**src/rtl/img_eq_pkg.sv**
```systemverilog
// Shared widths and FSM state type for the image-equalisation CDF stage.
package img_eq_pkg;

  localparam int DATA_W        = 128;
  localparam int ADDR_W        = 16;
  localparam int BIN_W         = 32;
  localparam int BINS_PER_WORD = 4;

  typedef enum logic [1:0] {
    ST_IDLE = 2'd0,
    ST_RD   = 2'd1,
    ST_WR   = 2'd2,
    ST_FIN  = 2'd3
  } cdf_state_t;

endpackage

```
**src/rtl/cdf_accum_if.sv**
```systemverilog
// Scratch-memory port bundle: one read port (1-cycle latency) and one write port.
interface cdf_accum_if;
  import img_eq_pkg::*;

  logic [ADDR_W-1:0] cdf_sc_mem_rd_addr;
  logic [DATA_W-1:0] cdf_sc_mem_rd_data;
  logic [ADDR_W-1:0] cdf_sc_mem_wt_addr;
  logic [DATA_W-1:0] cdf_sc_mem_wt_data;
  logic              cdf_sc_mem_wt_en;

  modport master (
    output cdf_sc_mem_rd_addr,
    input  cdf_sc_mem_rd_data,
    output cdf_sc_mem_wt_addr,
    output cdf_sc_mem_wt_data,
    output cdf_sc_mem_wt_en
  );

  modport slave (
    input  cdf_sc_mem_rd_addr,
    output cdf_sc_mem_rd_data,
    input  cdf_sc_mem_wt_addr,
    input  cdf_sc_mem_wt_data,
    input  cdf_sc_mem_wt_en
  );
endinterface

```
**src/rtl/cdf_prefix_add4.sv**
```systemverilog
// Combinational prefix chain: lane i of the output is carry-in plus bins 0..i
// of the input word. 32-bit lanes wrap modulo 2^32.
module cdf_prefix_add4
  import img_eq_pkg::*;
(
  input  logic [BIN_W-1:0]  i_sum,
  input  logic [DATA_W-1:0] i_word,
  output logic [DATA_W-1:0] o_prefix
);

  logic [BIN_W-1:0] w_acc;

  // Ripple the running sum across the lanes in ascending bin order.
  always_comb begin
    w_acc    = i_sum;
    o_prefix = '0;
    for (int unsigned i = 0; i < BINS_PER_WORD; i++) begin
      w_acc = w_acc + i_word[i*BIN_W +: BIN_W];
      o_prefix[i*BIN_W +: BIN_W] = w_acc;
    end
  end

endmodule

```
**src/rtl/cdf_accum.sv**
```systemverilog
// Histogram -> CDF accumulator. Reads one 4-bin histogram word per RD/WR pair,
// writes the running prefix sums back to the CDF region and latches the first
// nonzero CDF value as cdf_min.
module cdf_accum
  import img_eq_pkg::*;
#(
  parameter logic [ADDR_W-1:0] HIST_BASE = 16'd0,
  parameter logic [ADDR_W-1:0] CDF_BASE  = 16'd64,
  parameter int unsigned       NUM_WORDS = 64
) (
  input  logic              clk,
  input  logic              reset,
  input  logic              enable,
  cdf_accum_if.master       mem,
  output logic [BIN_W-1:0]  cdf_min,
  output logic              cdf_done,
  output logic              busy
);

  localparam int unsigned K_W = (NUM_WORDS > 1) ? $clog2(NUM_WORDS) : 1;

  cdf_state_t        r_state;
  cdf_state_t        w_next;
  logic [K_W-1:0]    r_k;
  logic [BIN_W-1:0]  r_sum;
  logic              r_min_found;
  logic [BIN_W-1:0]  r_min;
  logic [ADDR_W-1:0] r_rd_addr;
  logic [ADDR_W-1:0] r_wt_addr;
  logic [DATA_W-1:0] r_wt_data;
  logic [DATA_W-1:0] w_prefix;
  logic              w_last;
  logic              w_hit;
  logic [BIN_W-1:0]  w_first_nz;
  logic              w_wt_en;
  logic [ADDR_W-1:0] w_wt_addr;
  logic [DATA_W-1:0] w_wt_data;

  assign w_last = (r_k == K_W'(NUM_WORDS - 1));

  cdf_prefix_add4 u_prefix (
    .i_sum    (r_sum),
    .i_word   (mem.cdf_sc_mem_rd_data),
    .o_prefix (w_prefix)
  );

  // First nonzero lane of the current prefix word, lowest bin first.
  always_comb begin
    w_hit      = 1'b0;
    w_first_nz = '0;
    for (int unsigned i = 0; i < BINS_PER_WORD; i++) begin
      if (!w_hit && (w_prefix[i*BIN_W +: BIN_W] != '0)) begin
        w_hit      = 1'b1;
        w_first_nz = w_prefix[i*BIN_W +: BIN_W];
      end
    end
  end

  // State register.
  always_ff @(posedge clk or negedge reset) begin
    if (!reset) r_state <= ST_IDLE;
    else        r_state <= w_next;
  end

  // Next-state logic.
  always_comb begin
    w_next = r_state;
    case (r_state)
      ST_IDLE: if (enable) w_next = ST_RD;
      ST_RD:   w_next = ST_WR;
      ST_WR:   w_next = w_last ? ST_FIN : ST_RD;
      ST_FIN:  w_next = ST_IDLE;
      default: w_next = ST_IDLE;
    endcase
  end

  // State-decoded outputs; write address/data hold their last WR value elsewhere.
  always_comb begin
    w_wt_en   = 1'b0;
    cdf_done  = 1'b0;
    busy      = 1'b1;
    w_wt_addr = r_wt_addr;
    w_wt_data = r_wt_data;
    case (r_state)
      ST_IDLE: busy = 1'b0;
      ST_WR: begin
        w_wt_en   = 1'b1;
        w_wt_addr = CDF_BASE + ADDR_W'(r_k);
        w_wt_data = w_prefix;
      end
      ST_FIN:  cdf_done = 1'b1;
      default: ;
    endcase
  end

  // Datapath: the read address is loaded on the edge entering RD so it is
  // already stable for the whole RD cycle and the data arrives during WR.
  always_ff @(posedge clk or negedge reset) begin
    if (!reset) begin
      r_k         <= '0;
      r_sum       <= '0;
      r_min_found <= 1'b0;
      r_min       <= '0;
      r_rd_addr   <= '0;
      r_wt_addr   <= '0;
      r_wt_data   <= '0;
    end else begin
      case (r_state)
        ST_IDLE: begin
          if (enable) begin
            r_k         <= '0;
            r_sum       <= '0;
            r_min_found <= 1'b0;
            r_min       <= '0;
            r_rd_addr   <= HIST_BASE;
          end
        end
        ST_WR: begin
          r_sum     <= w_prefix[DATA_W-1 -: BIN_W];
          r_wt_addr <= w_wt_addr;
          r_wt_data <= w_prefix;
          if (!r_min_found && w_hit) begin
            r_min_found <= 1'b1;
            r_min       <= w_first_nz;
          end
          if (!w_last) begin
            r_k       <= r_k + 1'b1;
            r_rd_addr <= HIST_BASE + ADDR_W'(r_k) + ADDR_W'(1);
          end
        end
        default: ;
      endcase
    end
  end

  assign mem.cdf_sc_mem_rd_addr = r_rd_addr;
  assign mem.cdf_sc_mem_wt_addr = w_wt_addr;
  assign mem.cdf_sc_mem_wt_data = w_wt_data;
  assign mem.cdf_sc_mem_wt_en   = w_wt_en;
  assign cdf_min                = r_min;

endmodule

```
**src/flat_wrapper.sv**
```systemverilog
// flat-port wrapper written by rule: the top's interface ports become plain ports
module cdf_accum_flat import img_eq_pkg::*;
#(
  parameter logic [ADDR_W-1:0] HIST_BASE = 16'd0,
  parameter logic [ADDR_W-1:0] CDF_BASE  = 16'd64,
  parameter int unsigned       NUM_WORDS = 64
)
  (clk, reset, enable, cdf_min, cdf_done, busy, mem_cdf_sc_mem_rd_addr, mem_cdf_sc_mem_rd_data, mem_cdf_sc_mem_wt_addr, mem_cdf_sc_mem_wt_data, mem_cdf_sc_mem_wt_en);
  cdf_accum_if mem_i ();
  input  logic clk;
  input  logic reset;
  input  logic enable;
  output logic [BIN_W-1:0] cdf_min;
  output logic cdf_done;
  output logic busy;
  output wire logic [$bits(mem_i.cdf_sc_mem_rd_addr)-1:0] mem_cdf_sc_mem_rd_addr;
  input wire logic [$bits(mem_i.cdf_sc_mem_rd_data)-1:0] mem_cdf_sc_mem_rd_data;
  output wire logic [$bits(mem_i.cdf_sc_mem_wt_addr)-1:0] mem_cdf_sc_mem_wt_addr;
  output wire logic [$bits(mem_i.cdf_sc_mem_wt_data)-1:0] mem_cdf_sc_mem_wt_data;
  output wire logic [$bits(mem_i.cdf_sc_mem_wt_en)-1:0] mem_cdf_sc_mem_wt_en;
  assign mem_cdf_sc_mem_rd_addr = mem_i.cdf_sc_mem_rd_addr;
  assign mem_i.cdf_sc_mem_rd_data = mem_cdf_sc_mem_rd_data;
  assign mem_cdf_sc_mem_wt_addr = mem_i.cdf_sc_mem_wt_addr;
  assign mem_cdf_sc_mem_wt_data = mem_i.cdf_sc_mem_wt_data;
  assign mem_cdf_sc_mem_wt_en = mem_i.cdf_sc_mem_wt_en;
  cdf_accum #(.HIST_BASE(HIST_BASE), .CDF_BASE(CDF_BASE), .NUM_WORDS(NUM_WORDS)) u_core (.clk(clk), .reset(reset), .enable(enable), .mem(mem_i), .cdf_min(cdf_min), .cdf_done(cdf_done), .busy(busy));
endmodule
```
**config.mk**
```make
export PLATFORM = sky130hd
export DESIGN_NAME = cdf_accum_flat
export DESIGN_NICKNAME = d
export VERILOG_FILES = /design/src/rtl/img_eq_pkg.sv /design/src/rtl/cdf_accum_if.sv /design/src/rtl/cdf_prefix_add4.sv /design/src/rtl/cdf_accum.sv /design/src/flat_wrapper.sv
export SDC_FILE = /design/constraint.sdc
export NUM_CORES = 1
export LEC_CHECK = 0
export CORE_MARGIN = 1
export CORE_UTILIZATION = 25
export DETAILED_ROUTE_END_ITERATION = 10
export PLACE_DENSITY_LB_ADDON = 0.1
export RECOVER_POWER = 50
export SLEW_MARGIN = 20
export SYNTH_ARGS = -nofsm -noshare
export SYNTH_HDL_FRONTEND = slang
export SYNTH_HIERARCHICAL = 1
export SYNTH_SLANG_ARGS = --single-unit
```
**constraint.sdc**
```tcl
create_clock -name clk -period 11.25 [get_ports clk]
set_input_delay 2.25 -clock clk [delete_from_list [all_inputs] [get_ports clk]]
set_output_delay 2.25 -clock clk [all_outputs]
set_load 0.02 [all_outputs]
```
-- Word level (Yosys, flattened, before mapping)
Index checks and enable logic that the tools add are counted.
W data, S select, Z words.
- multiplexer cells: 29
- reduce and logical (&&, ||, !) cells: 17
- add/sub/neg operators: 7
- equality and inequality tests: 7
- operators by type and width (operator ; count):
    $mux W32 ; 6
    $add A32 B32 Y32 ; 4
    $mux W128 ; 1
    $pmux W32 S2 ; 2
    $reduce_bool A32 Y1 ; 4
    $mux W16 ; 3
    $pmux W16 S2 ; 1
    $mux W6 ; 2
    $pmux W6 S2 ; 1
    $mux W1 ; 9
    $add A7 B6 Y8 const A ; 1
    $pmux W2 S4 ; 1
    $add A6 B1 Y7 const B ; 1
    $add A6 B1 Y6 const B ; 1
    $eq A6 B6 Y1 const B ; 1
    $reduce_and A3 Y1 ; 2
    $eq A2 B2 Y1 const B ; 2
    $logic_and A1 B1 Y1 ; 4
    $logic_not A1 Y1 ; 4
    $mux W2 ; 2
    $ne A2 B2 Y1 const B ; 2
    $eq A2 B1 Y1 const B ; 1
    $logic_not A2 Y1 ; 1
    $ne A2 B1 Y1 const B ; 1
    3 further kinds ; 3
- logic and storage cells: 68
- bits in registers: 233
- output and inout port bits: 195
- input port bits: 131

-- Depth between registers and ports, before layout
- word-level depth: 15
- mapped depth: 47

-- By module
The synthesis kept the hierarchy.
- by module, submodules not included (module ; area each (um^2) ; cells an instance ; instances ; seq. area each (um^2)):
    cdf_accum ; 9307.7 ; 997 ; 1 ; 5455.2
    cdf_prefix_add4 ; 6015.8 ; 824 ; 1 ; 0.0

-- Worst setup path before layout
No wires, ideal clock.
- path kind: input to output
- start: input mem_cdf_sc_mem_rd_data[0]
- end: output mem_cdf_sc_mem_wt_data[127]
- required time: 9.000 ns
- slack: -0.650 ns
- cell stages on the path: 40
- buffers on the path: 0
- arrival time: 9.650 ns
- path through: ha_1 -> inv_1 -> fa_1 -> nor2b_1 -> o21a_1 -> o21ai_1 -> nand2_1 -> a21o_1 -> a21o_2 -> a21oi_1 -> xnor2_1 -> ha_1 -> and3_1 -> a221oi_1 -> inv_1 -> a21o_1 -> nand2_1 -> a21oi_1 -> [... 4 more ...] -> and2_1 -> nand4_1 -> or4_1 -> a31oi_1 -> nor2_1 -> xnor2_1 -> ha_1 -> and3_1 -> a22oi_1 -> o21ai_0 -> a2111oi_2 -> o21bai_1 -> a211oi_2 -> o21ai_0 -> xor2_1 -> xnor3_1 -> nand2_1 -> nand2_1
- longest elaborated chain between the ends: 5
- ends and longest elaborated chain (what ; RTL line ; RTL):
    start, declared ; flat_wrapper.sv:17 ; input wire logic [$bits(mem_i.cdf_sc_mem_rd_data)-1:0] mem_cdf_sc_mem_rd_data;
    $add A32 B32 Y32 ; cdf_prefix_add4.sv:18 ; w_acc = w_acc + i_word[i*BIN_W +: BIN_W];
    named net u_core.w_prefix[8] ; cdf_accum.sv:31 ; logic [DATA_W-1:0] w_prefix;
    $add A32 B32 Y32 ; cdf_prefix_add4.sv:18 ;
    named net u_core.w_prefix[47] ; cdf_accum.sv:31 ;
    $add A32 B32 Y32 ; cdf_prefix_add4.sv:18 ;
    named net u_core.w_prefix[85] ; cdf_accum.sv:31 ;
    $add A32 B32 Y32 ; cdf_prefix_add4.sv:18 ;
    named net u_core.w_prefix[127] ; cdf_accum.sv:31 ;
    $mux W128 ; cdf_accum.sv:84 ; case (r_state)
    end, declared ; flat_wrapper.sv:19 ; output wire logic [$bits(mem_i.cdf_sc_mem_wt_data)-1:0] mem_cdf_sc_mem_wt_data;
The timed path passes the listed nets, and every way through them passes these cells.

-- Worst setup path after layout
- start: input mem_cdf_sc_mem_rd_data[0]
- end: output mem_cdf_sc_mem_wt_data[126]
The elaborated chain is that of the path after synthesis.

==> impl_results.md <==
- Status: finished with violations
- Failing checks: capacitance limit, slew limit, setup timing
- Filler Cells Inserted: 6,043
- CP Capture Type: output port
- Critical path type: in -> out
- Row count: 90
- Die area: 62,300 um^2
- # IOs: 326
- Area of the core: 60,500 um^2
- 1st-iter DRT viols: 920
- Post-route ant nets: 0
- Input/output buffers: 316
- Crit path from: mem_cdf_sc_mem_rd_data[0]
- Post-Synthesis Cells: 1,821
- GR Util met2: 33.8%
- CTS Sinks: 218
- Max transition margin: -189%
- Most frequent cell after synthesis: nand2_1
- Placed cell areas: 22,700 um^2
- Vias per inst: 4.76
- Ys Warns: 6
- Clock-pin slew of the registers on the worst-case setup and hold paths: 0.05 ns
- DRC: 0
- Worst Tran Pin Value: 4.33 ns
- Total gr overflow: 0
- Syn Std Cell Area: 15,300 um^2
- Post-CTS Hold Buffers: 0
- Synth Flop Type: dfrtp_1
- Slowest stage cell, crit path: or4_4
- Hold Crit Class: reg -> reg
- Final slew viol count: 162
- Routed len/inst: 20.3 um
- Placed cell count: 3,303
- Chip Width: 250 um
- RSZ-0062 raised after global routing: true
- Max Root-Sink Buffers: 3
- Fin Setup TNS: -3.15 ns
- Final worst slack: -0.555 ns
- Final setup skew: 0.0159 ns
- Reg2Reg Depth: 49
- Max stage delay on crit path: 0.45 ns
- Tcrit/Tclk final: 105%
- Startpoint class of the critical path: primary input
- First-pass GRT wire length: 103,000 um
- Achievable Freq: 0.0847 GHz
- Clock Tree Root: clkbuf_16
- Starting Density: 25.3%
- Share of the synthesized area in the top cell type: 35.6%
- Worst hold slack: 0.465 ns
- Crit-path most repeated cell: buf_6
- Largest net degree at the start of global routing: 87
- Initial antenna violation count: 7
- M1 GR Usage: 32.8%
- Worst path arrival time: 9.56 ns
- TritonCTS clock tree: built
- R2R setup slack: 1.74 ns
- Final setup vio count: 10
- Routability congestion estimate: 0.897
- WP data required: 9.00 ns
- Post-route insts no fill: 3,430
- Worst r2r dst: u_core/cdf_min[9]
- Area growth from synthesis to layout: 65.9%
- Area contributors post-synth: dfrtp_1 36%, ha_1 10%, nand2_1 9.7%, xnor2_1 4.2%, o21ai_0 3.9%
- Sequential share of the synthesized area: 35.6%
- Clock period minus worst slack: 11.81 ns
- Worst Path Max Fanout: 3
- Drt pass-1 iters: 8
- Final hold violation count: 0
- Clk_lat worst skew: 0.58 ns
- Seq cells post-synth: 218
- Gr busiest metal: met2
- R2R Path Start: u_core/r_sum[0]
- # nets final: 2,880
- Yosys cell types: 84
- DR vias: 16,323
- EDFF count, synth: 0
- Total CTS buffers: 29
- Final Cell Area: 25,400 um^2
- Vias in the first global route: 16,357
- Synth area leader: dfrtp_1
- Maxcap violations: 2
- CTS H-tree depth: 1
- GR Util met3: 2.00%
- Hold path cells: 1
- Final wirelength: 69,700 um
- Global-route usage over all layers: 21.9%
- DP Wirelength: 56,300 um
- Post-synthesis average cell area: 8.41 um^2
- Ratio of cells with drive above 1 in the final layout: 30.1%
- Top cells by count, synth: 395 x nand2_1, 218 x dfrtp_1, 126 x ha_1
- Worst setup path endpoint: mem_cdf_sc_mem_wt_data[126]
- Synth async-reset ratio: 100%
- Chip Height: 250 um
[placed cells by master, fill, tap and decap left out, drive strengths merged, types with 21 or more instances in the layout]
cell             n
a211oi          21
a21o            54
a21oi           86
a22o            33
and2            27
buf            531
clkbuf          44
clkdlybuf4s50  278
dfrtp          218
ha             126
inv             79
nand2          395
nand3           21
nand4           22
nor2            86
nor3            85
nor4            33
o21a            53
o21ai          135
o2bb2ai         32
xnor2           77
xor2            25
[cells by family after synthesis]
group           Yosys count  share of synthesized area [%]
buf+inv                 150                           4.13
flops                   218                           35.6
xor+xnor                103                           6.12
compound gates          490                           21.8
simple gates            728                           21.4
other cells               1                         0.0245
mux                       1                         0.0653
fa+ha+maj               130                           10.8
[worst max-delay path, delay by kind of cell]
kind,cells,cell delay (ns)
AO/OA/AOI/OAI,16,3.00
AND/OR/NAND/NOR,8,1.42
buffers and inverters,10,1.21
adder cells (fa/ha/maj),5,1.16
XOR/XNOR,3,0.51
[worst min-delay path by stage]
| stage | start | endpoint | slack (ns) |
|---|---|---|---|
| floorplan | u_core/r_wt_addr[6] | u_core/r_wt_addr[6] | 0.42 |
| global placement | u_core/r_wt_addr[6] | u_core/r_wt_addr[6] | 0.44 |
| detailed placement | u_core/r_wt_addr[6] | u_core/r_wt_addr[6] | 0.44 |
| CTS | u_core/r_wt_addr[6] | u_core/r_wt_addr[6] | 0.46 |
| global route | u_core/r_wt_addr[6] | u_core/r_wt_addr[6] | 0.47 |
| finish | u_core/r_wt_addr[6] | u_core/r_wt_addr[6] | 0.46 |
[per-layer routing]
| metal | share of wire (%) | vias to the layer above |
|---|---|---|
| met5 | 0 | - |
| met4 | 1.7 | 0 |
| met3 | 3.3 | 60 |
| li1 | - | 8070 |
| met1 | 51 | 7866 |
| met2 | 44 | 327 |
[sequential cells by signal, summed over array words and instances (netlist names)]
signal,count
u_core/r_min_found,1
u_core/r_wt_addr,16
u_core/cdf_min,32
u_core/mem.cdf_sc_mem_rd_addr,2
u_core/r_sum,32
u_core/r_state,2
u_core/r_wt_data,128
u_core/r_k,5
[timing repair]
item                                    4_1_cts  5_1_grt
setup buffers                                42       29
resized for setup                           185      126
pin swaps                                   107       98
endpoints found under the hold margin         0        0
endpoints found under the setup margin       64       61
cloned                                        0        0
[final cells by class]
class	instances	area, um^2	area share, %
inverters	78	295	1.16
clock buffers	38	790	3.11
multi-input cells	1461	10600	41.5
diodes	7	17.5	0.0689
well taps	782	978	3.85
flip-flops and latches	218	5460	21.5
clock inverters	15	199	0.783
repair buffers	831	7120	28.0
[per-stage QoR]
stage	setup slack, ns	utilization, %
5_1_grt	-0.892	42.0
6_report	-0.555	42.0
4_1_cts	-0.608	40.8
2_1_floorplan	-0.126	-
3_3_place_gp	-1.61	37.6
3_5_place_dp	-1.86	37.6
Power is left out: the tool's default activity adds up to more than one toggle a clock period on the data nets, which glitch-free logic cannot reach.
